`src/rtl/life_game_stepper.sv`:
```
`default_nettype none
// +--------------------------------------------------------------------------+
// | life_game_stepper: sweeps the displayed frame and writes the next Game of |
// | Life generation to the back buffer. LIFE_GAME_TORUS_EN: wrap-around world |
// | (default build: dead border).                            Revision: 1.0    |
// +--------------------------------------------------------------------------+
module life_game_stepper #(
  parameter int WORLD_ROWS       = 48,
  parameter int GENERATION_WIDTH = 16
) (
  input  logic                        clock,
  input  logic                        reset_n,
  input  logic                        start,
  input  logic [31:0]                 cell_data_in,
  output logic                        cell_write,
  output logic [6:0]                  cell_address,
  output logic [31:0]                 cell_data_out,
  output logic                        busy,
  output logic                        step_done,
  output logic [GENERATION_WIDTH-1:0] generation
);

  localparam logic [2:0] S_IDLE = 3'd0;
  localparam logic [2:0] S_PRE  = 3'd1;
  localparam logic [2:0] S_WLO  = 3'd2;
  localparam logic [2:0] S_WHI  = 3'd3;
  localparam logic [2:0] S_SLO  = 3'd4;
  localparam logic [2:0] S_SHI  = 3'd5;
  localparam logic [2:0] S_DONE = 3'd6;

  localparam logic [5:0] c_LAST_ROW = 6'(WORLD_ROWS - 1);
  localparam logic [6:0] c_ROWS     = 7'(WORLD_ROWS);
`ifdef LIFE_GAME_TORUS_EN
  localparam logic c_TORUS = 1'b1;
`else
  localparam logic c_TORUS = 1'b0;
`endif

  logic [2:0]                  r_state;
  logic [2:0]                  r_k;
  logic [5:0]                  r_y;
  logic [63:0]                 r_prev;
  logic [63:0]                 r_cur;
  logic [63:0]                 r_nxt;
  logic [31:0]                 r_stage;
  logic [31:0]                 r_dout;
  logic [GENERATION_WIDTH-1:0] r_gen;

  logic [6:0]  w_y2;
  logic        w_y2_wrap;
  logic [5:0]  w_row_ahead;
  logic [5:0]  w_row;
  logic        w_half;
  logic        w_kill;
  logic [31:0] w_rd;
  logic [65:0] w_pe;
  logic [65:0] w_ce;
  logic [65:0] w_ne;
  logic [63:0] w_next;

  assign w_y2        = {1'b0, r_y} + 7'd2;
  assign w_y2_wrap   = (w_y2 >= c_ROWS);
  assign w_row_ahead = w_y2_wrap ? 6'(w_y2 - c_ROWS) : w_y2[5:0];

  // Rows beyond the top/bottom edge are read for uniform timing but zeroed without wrap.
  assign w_kill = ((r_state == S_PRE) && (r_k[2:1] == 2'd0)) ||
                  (((r_state == S_SLO) || (r_state == S_SHI)) && w_y2_wrap);
  assign w_rd   = (!c_TORUS && w_kill) ? 32'h0 : cell_data_in;

  // Extended rows: index 0 is column -1, index 65 is column 64.
  assign w_pe = c_TORUS ? {r_prev[0], r_prev, r_prev[63]} : {1'b0, r_prev, 1'b0};
  assign w_ce = c_TORUS ? {r_cur[0],  r_cur,  r_cur[63]}  : {1'b0, r_cur,  1'b0};
  assign w_ne = c_TORUS ? {r_nxt[0],  r_nxt,  r_nxt[63]}  : {1'b0, r_nxt,  1'b0};

  for (genvar c = 0; c < 64; c++) begin : g_cell
    logic [3:0] w_n;
    assign w_n = {3'b000, w_pe[c]} + {3'b000, w_pe[c+1]} + {3'b000, w_pe[c+2]} +
                 {3'b000, w_ce[c]} + {3'b000, w_ce[c+2]} +
                 {3'b000, w_ne[c]} + {3'b000, w_ne[c+1]} + {3'b000, w_ne[c+2]};
    assign w_next[c] = (w_n == 4'd3) | (r_cur[c] & (w_n == 4'd2));
  end

  always_comb begin
    w_row         = 6'd0;
    w_half        = 1'b0;
    cell_write    = 1'b0;
    cell_data_out = r_dout;
    case (r_state)
      S_PRE: begin
        case (r_k[2:1])
          2'd0:    w_row = c_LAST_ROW;
          2'd1:    w_row = 6'd0;
          default: w_row = 6'd1;
        endcase
        w_half = r_k[0];
      end
      S_WLO: begin
        w_row         = r_y;
        cell_write    = 1'b1;
        cell_data_out = w_next[31:0];
      end
      S_WHI: begin
        w_row         = r_y;
        w_half        = 1'b1;
        cell_write    = 1'b1;
        cell_data_out = w_next[63:32];
      end
      S_SLO: w_row = w_row_ahead;
      S_SHI: begin
        w_row  = w_row_ahead;
        w_half = 1'b1;
      end
      default: ;
    endcase
  end

  assign cell_address = {w_row, w_half};
  assign busy         = (r_state != S_IDLE) && (r_state != S_DONE);
  assign step_done    = (r_state == S_DONE);
  assign generation   = r_gen;

  always_ff @(posedge clock or negedge reset_n) begin
    if (!reset_n) begin
      r_state <= S_IDLE;
      r_k     <= 3'd0;
      r_y     <= 6'd0;
      r_prev  <= 64'h0;
      r_cur   <= 64'h0;
      r_nxt   <= 64'h0;
      r_stage <= 32'h0;
      r_dout  <= 32'h0;
      r_gen   <= '0;
    end else begin
      case (r_state)
        S_IDLE: begin
          if (start) begin
            r_state <= S_PRE;
            r_k     <= 3'd0;
          end
        end
        S_PRE: begin
          r_k <= r_k + 3'd1;
          case (r_k)
            3'd0:    r_prev[31:0]  <= w_rd;
            3'd1:    r_prev[63:32] <= w_rd;
            3'd2:    r_cur[31:0]   <= w_rd;
            3'd3:    r_cur[63:32]  <= w_rd;
            3'd4:    r_nxt[31:0]   <= w_rd;
            default: begin
              r_nxt[63:32] <= w_rd;
              r_y          <= 6'd0;
              r_state      <= S_WLO;
            end
          endcase
        end
        S_WLO: begin
          r_dout  <= w_next[31:0];
          r_state <= S_WHI;
        end
        S_WHI: begin
          r_dout  <= w_next[63:32];
          r_state <= (r_y == c_LAST_ROW) ? S_DONE : S_SLO;
        end
        S_SLO: begin
          r_stage <= w_rd;
          r_state <= S_SHI;
        end
        S_SHI: begin
          r_prev  <= r_cur;
          r_cur   <= r_nxt;
          r_nxt   <= {w_rd, r_stage};
          r_y     <= r_y + 6'd1;
          r_state <= S_WLO;
        end
        S_DONE: begin
          r_gen   <= r_gen + {{(GENERATION_WIDTH-1){1'b0}}, 1'b1};
          r_state <= S_IDLE;
        end
        default: r_state <= S_IDLE;
      endcase
    end
  end

endmodule
`default_nettype wire

```
`config.mk`:
```
export PLATFORM = sky130hd
export DESIGN_NAME = life_game_stepper
export DESIGN_NICKNAME = d
export VERILOG_FILES = /design/src/rtl/life_game_stepper.sv
export SDC_FILE = /design/constraint.sdc
export NUM_CORES = 1
export LEC_CHECK = 0
export ABC_AREA = 1
export CORE_ASPECT_RATIO = 1.4
export CORE_MARGIN = 2
export CORE_UTILIZATION = 50
export CTS_CLUSTER_SIZE = 8
export DETAILED_ROUTE_END_ITERATION = 12
export PLACE_DENSITY = 0.68
export SYNTH_ARGS = -nofsm -noshare
export SYNTH_HDL_FRONTEND = slang
export SYNTH_SLANG_ARGS = --single-unit
```
`constraint.sdc`:
```
create_clock -name clock -period 5.93 [get_ports clock]
set_clock_uncertainty 0.2 [all_clocks]
set_input_delay 0.8895 -clock clock [delete_from_list [all_inputs] [get_ports clock]]
set_output_delay 0.8895 -clock clock [all_outputs]
set_load 0.02 [all_outputs]
```
* Word level (Yosys, flattened, before mapping)
Cells that the tools add are included.
W data, S select, Z words.
** Storage, ports and cells
- Logic and storage cells :: 782
- Bits in read-only memories :: 0
- Latch bits :: 0
- Output and inout port bits :: 58
- RAM bits :: 0
- Input port bits :: 35
- Memories :: 0
- Bits in registers :: 284
** Operators by class
- Magnitude comparators :: 1
- Multiply operators :: 0
- Multiplexer cells :: 24
- Bitwise operators :: 128
- Eq/ne operators :: 148
- Add/sub/neg operators :: 446
- Shifts and indexed selects :: 0
- Divide/modulo/power cells :: 0
- Reduce and logical (&&, ||, !) cells :: 23
** Operator list (number)
- $add A4 B1 Y4 :: 252
- $eq A4 B2 Y1 const B :: 128
- $pmux W64 S2 :: 3
- $add A3 B1 Y4 :: 63
- $mux W32 :: 7
- $add A2 B1 Y3 :: 63
- $add A1 B1 Y2 :: 63
- $and A1 B1 Y1 :: 64
- $or A1 B1 Y1 :: 64
- $pmux W32 S2 :: 1
- $pmux W6 S2 :: 2
- $pmux W3 S6 :: 1
- $pmux W6 S3 :: 1
- $add A16 B1 Y16 const B :: 1
- $reduce_and A2 Y1 :: 8
- $eq A3 B2 Y1 const B :: 4
- $eq A3 B3 Y1 const B :: 4
- $mux W6 :: 2
- $ne A2 B1 Y1 const B :: 5
- $mux W3 :: 3
- $add A6 B2 Y7 const B :: 1
- $ge A7 B6 Y1 const B :: 1
- $add A6 B1 Y6 const B :: 1
- $eq A3 B1 Y1 const B :: 2
- other kinds (18) :: 26

* Logic depth before layout (Yosys ltp)
- Depth in word-level cells :: 11
- Depth in mapped cells :: 16
- Gate-level depth less buffers :: 14

* Worst setup path before layout
Ideal clock, no wire load.
- Kind :: register to output
- Start point :: register r_prev[47]
- End point :: output port cell_data_out[16]
- Required time :: 4.841 ns
- Data arrival time :: 3.567 ns
- Buffers on the path :: 0
- Slack :: 1.274 ns
- Cell stages (with the launch flop) :: 10
- Cells stage by stage :: dfrtp_1 > inv_1 > fa_1 > fa_1 > fa_1 > inv_1 > ha_1 > fa_1 > o21ai_0 > o311ai_0
** On the way
- Cells in the longest elaborated chain, start to end :: 11
- Elaborated cells on any way between the ends :: 12
- Those cells by class :: add/sub (7); eq/ne (2); mux (1); bitwise (2)
** Ends and longest elaborated chain
- start, declared :: RTL line 42 : logic [63:0] r_prev;
- start signal, assigned :: RTL line 145 : 3'd1: r_prev[63:32] <= w_rd;
- start signal, assigned :: RTL line 169 : r_prev <= r_cur;
- $add A1 B1 Y2 (*) :: RTL line 77 : assign w_n = {3'b000, w_pe[c]} + {3'b000, w_pe[c+1]} + {3'b000, w_pe[c+2]} +
- $add A2 B1 Y3 (*) :: RTL line 77
- $add A3 B1 Y4 (*) :: RTL line 77
- $add A4 B1 Y4 (*) (2 in a row) :: RTL line 78 : {3'b000, w_ce[c]} + {3'b000, w_ce[c+2]} +
- $add A4 B1 Y4 (*) (2 in a row) :: RTL line 79 : {3'b000, w_ne[c]} + {3'b000, w_ne[c+1]} + {3'b000, w_ne[c+2]};
- $eq A4 B2 Y1 :: RTL line 80 : assign w_next[c] = (w_n == 4'd3) | (r_cur[c] & (w_n == 4'd2));
- $and A1 B1 Y1 :: RTL line 80
- $or A1 B1 Y1 (*) :: RTL line 80
- $pmux W32 S2 (*) :: RTL line 88 : case (r_state)
- end, declared :: RTL line 17 : output logic [31:0] cell_data_out,
Mark *: on every way between the ends. The rest lies on a longest branch, timed or not.

* Final worst setup path
Same ends and word-level chain as after synthesis.

==> flow_metrics.py <==
metrics = {
    "outcome": {
        "status": "finished clean",
    },
    "grt": {
        "grt_max_degree": 130,
        "antenna_found_initial": 1,
        "grt_pass1_wl_mm": 100,
        "track_usage": 0.267,
        "grt_pass1_vias": 19500,
        "grt_remaining_overflow": 0,
    },
    "power_and_ir_drop": {
        "powerDensity_nw_per_um2": 258,
        "leakage_uw": 0.0127,
        "peakVddDrop_v": 0.000170,
    },
    "floorplanning": {
        "core_um2": 45200,
        "die_area_um2": 47700,
        "start_util": 0.508,
        "die_w_um": 185,
        "die_y_um": 258,
        "ios": 93,
        "rows": 92,
    },
    "sta": {
        "fin_crit_ns": 5.56,
        "setup_viol": 0,
        "rsz0062_at_grt": "false",
        "drv_slew": 0,
        "max_freq_ghz": 0.180,
        "final.setup.worst_slack_ns": 0.369,
        "whs_ns": 0.272,
        "slew_headroom": 0.298,
        "setup_tns_ns": 0,
        "tightest_slew_ns": 1.05,
        "hold_viol": 0,
        "fin_crit_sh": 0.938,
    },
    "final_layout": {
        "drive_gt1_frac": 0.0342,
        "seqCellArea_um2": 7110,
        "area_delta_synth_final_pct": 11.0,
        "fill_cells": 4016,
        "finish.net_count": 3087,
        "num_antenna_cells": 0,
        "multi_input_area_um2": 13500,
    },
    "clock_network": {
        "cts_sinks": 284,
        "cts_resized": 0,
        "clockBufferDepth": 3,
        "cts_tree": "done",
        "cts_buffers": 41,
        "path_clk_slew_ns": 0.05,
        "post_cts_buffers": 0,
        "cts_hold_buf": 0,
        "clk_latency_ns": 0.53,
        "root_buffer": "clkbuf_16",
        "htree_num_levels": 2,
    },
    "drt": {
        "routed_wl_mm": 60.5,
        "drtIter0Drc": 1099,
        "viasPerCell": 5.56,
        "drtPass1Iterations": 5,
        "vias": 17900,
        "avgRoutedWirePerCell_um": 18.8,
        "remaining_drc_errors": 0,
        "ant_nets": 0,
    },
    "worst_hold_path": {
        "hp-class": "reg2reg",
        "whs_path_depth": 1,
    },
    "placement": {
        "dp_slack_ns": 0.868,
        "dpl.hpwl_mm": 42.0,
        "portBuffers": 92,
        "gp_congestion": 0.850,
    },
    "synth": {
        "netlist_area_um2": 23000,
        "async_flop_share": 1.00,
        "yosysWarnings": 0,
        "synth_edf_count": 0,
        "synth_seq_cells": 284,
        "synth-seq-area-share": 0.309,
        "ys_dominant_reg_cell": "dfrtp_1",
        "synthDistinctLibCells": 39,
        "syn_inst": 2534,
        "syn_nets": 3019,
        "avgSynthCellArea_um2": 9.07,
    },
    "setup_path": {
        "slowest_delay_ns": 0.72,
        "cp_common_cell": "fa_1",
        "path_max_fanout": 3,
        "required_ns": 4.84,
        "cp-start-kind": "register",
        "critPathArrivalTime_ns": 4.47,
        "crit_path_cell_trace": "inv_1 > fa_1 > fa_1 > fa_1 > inv_1 > ha_1 > fa_1 > o21ai_0 > o311ai_0 > clkdlybuf4s50_1",
        "criticalPathCategory": "reg2out",
        "cp_slowest_cell": "clkdlybuf4s50_1",
        "critPathCaptureType": "output port",
        "reg2reg_depth": 6,
    },
    "run": {
        "drv_cap": 0,
    },
}
final cells by class:
cell class | instances | share of cell area
clock buffers | 42 | 0.0404
clock inverters | 1 | 0.00118
inverters | 548 | 0.0807
multi-input cells | 1618 | 0.527
flip-flops and latches | 284 | 0.279
well taps | 611 | 0.0300
repair buffers | 109 | 0.0418
cell usage after synthesis (all sizes together) (2+ instances only):
master   count  area (um2)
inv        547        2050
nand2      305        1170
nand4       39         244
nand3       47         245
ha         198        2480
o311ai       6        52.6
xor2         9        78.8
fa         252        5040
o22ai       67         419
o21ai      135         676
a21oi      211        1060
clkbuf      55         238
o2111ai     56         490
nor2       206         786
o21bai      65         488
nor3         3        25.0
o211ai       4        30.0
nor3b        2        15.0
dfrtp      284        7110
buf         29         160
xnor2        8        70.1
critical path, delay by kind of cell (launching register included):
kind                     cells  cell delay, ns
adder cells (fa/ha/maj)      5            2.16
AO/OA/AOI/OAI                2            0.54
buffers and inverters        3            0.86
flip-flops                   1            0.38
through the flow:
stage                     power (uW)  area (um2)   util  std cells
final                           6590       25500  0.564       3213
after floorplan                 3770       23000      -       2534
after global routing            7100       25500  0.564       3213
after global placement          4360       24500  0.541       3170
after CTS                       6660       25500  0.564       3213
after detailed placement        4520       24500  0.541       3170
logic make-up after synthesis:
kind of cell | after synthesis | synth area share
buf+inv | 632 | 0.107
simple gates | 602 | 0.108
compound gates | 549 | 0.142
fa+ha+maj | 450 | 0.327
flops | 284 | 0.309
xor+xnor | 17 | 0.00648
final timing paths:
path,startpoint,end,slack [ns]
max in group asynchronous,reset_n,r_cur[4],3.92
worst min-delay path,generation[15],generation[15],0.27
worst min register to register,generation[15],generation[15],0.27
min in group asynchronous,reset_n,r_dout[24],0.29
worst max-delay path,r_prev[47],cell_data_out[16],0.37
worst max register to register,r_state[2],r_nxt[20],1.88
cells in the final DEF (no fill, tap or decap), types with 4 or more instances in the layout:
cell type          n
inv_1            538
nand2_1          299
dfrtp_1          283
fa_1             252
a21oi_1          208
nor2_1           200
ha_1             198
o21ai_0          126
clkdlybuf4s50_1   91
o22ai_1           67
o21bai_1          65
o2111ai_1         56
nand3_1           45
clkbuf_16         41
nand4_1           39
buf_4             16
o21ai_1            9
xor2_1             9
inv_2              8
xnor2_1            8
o311ai_0           6
nor2_2             5
o211ai_1           4
routing by layer:
| layer | part of all wire | up-vias | GRT usage |
|---|---|---|---|
| met3 | 0.046 | 160 | 0.0409 |
| met4 | 0.042 | 2 | 0.113 |
| met2 | 0.51 | 467 | 0.479 |
| met1 | 0.40 | 9000 | 0.317 |
| li1 | - | 8246 | - |
| met5 | 0.00017 | - | 0 |
report_power, final:
group          total [uW]  switching [uW]  internal (uW)
combinational        2300            1320            979
clock                2100             850           1250
sequential           2180            79.1           2100
total                6590            2250           4340
sequential cells by signal, summed over array words and instances, names as in the netlist:
signal	flops
r_stage	32
r_dout	32
r_nxt	64
r_cur	64
r_k	3
r_prev	64
r_y	6
r_state	3
generation	16
(Power assumes the default switching activity.)
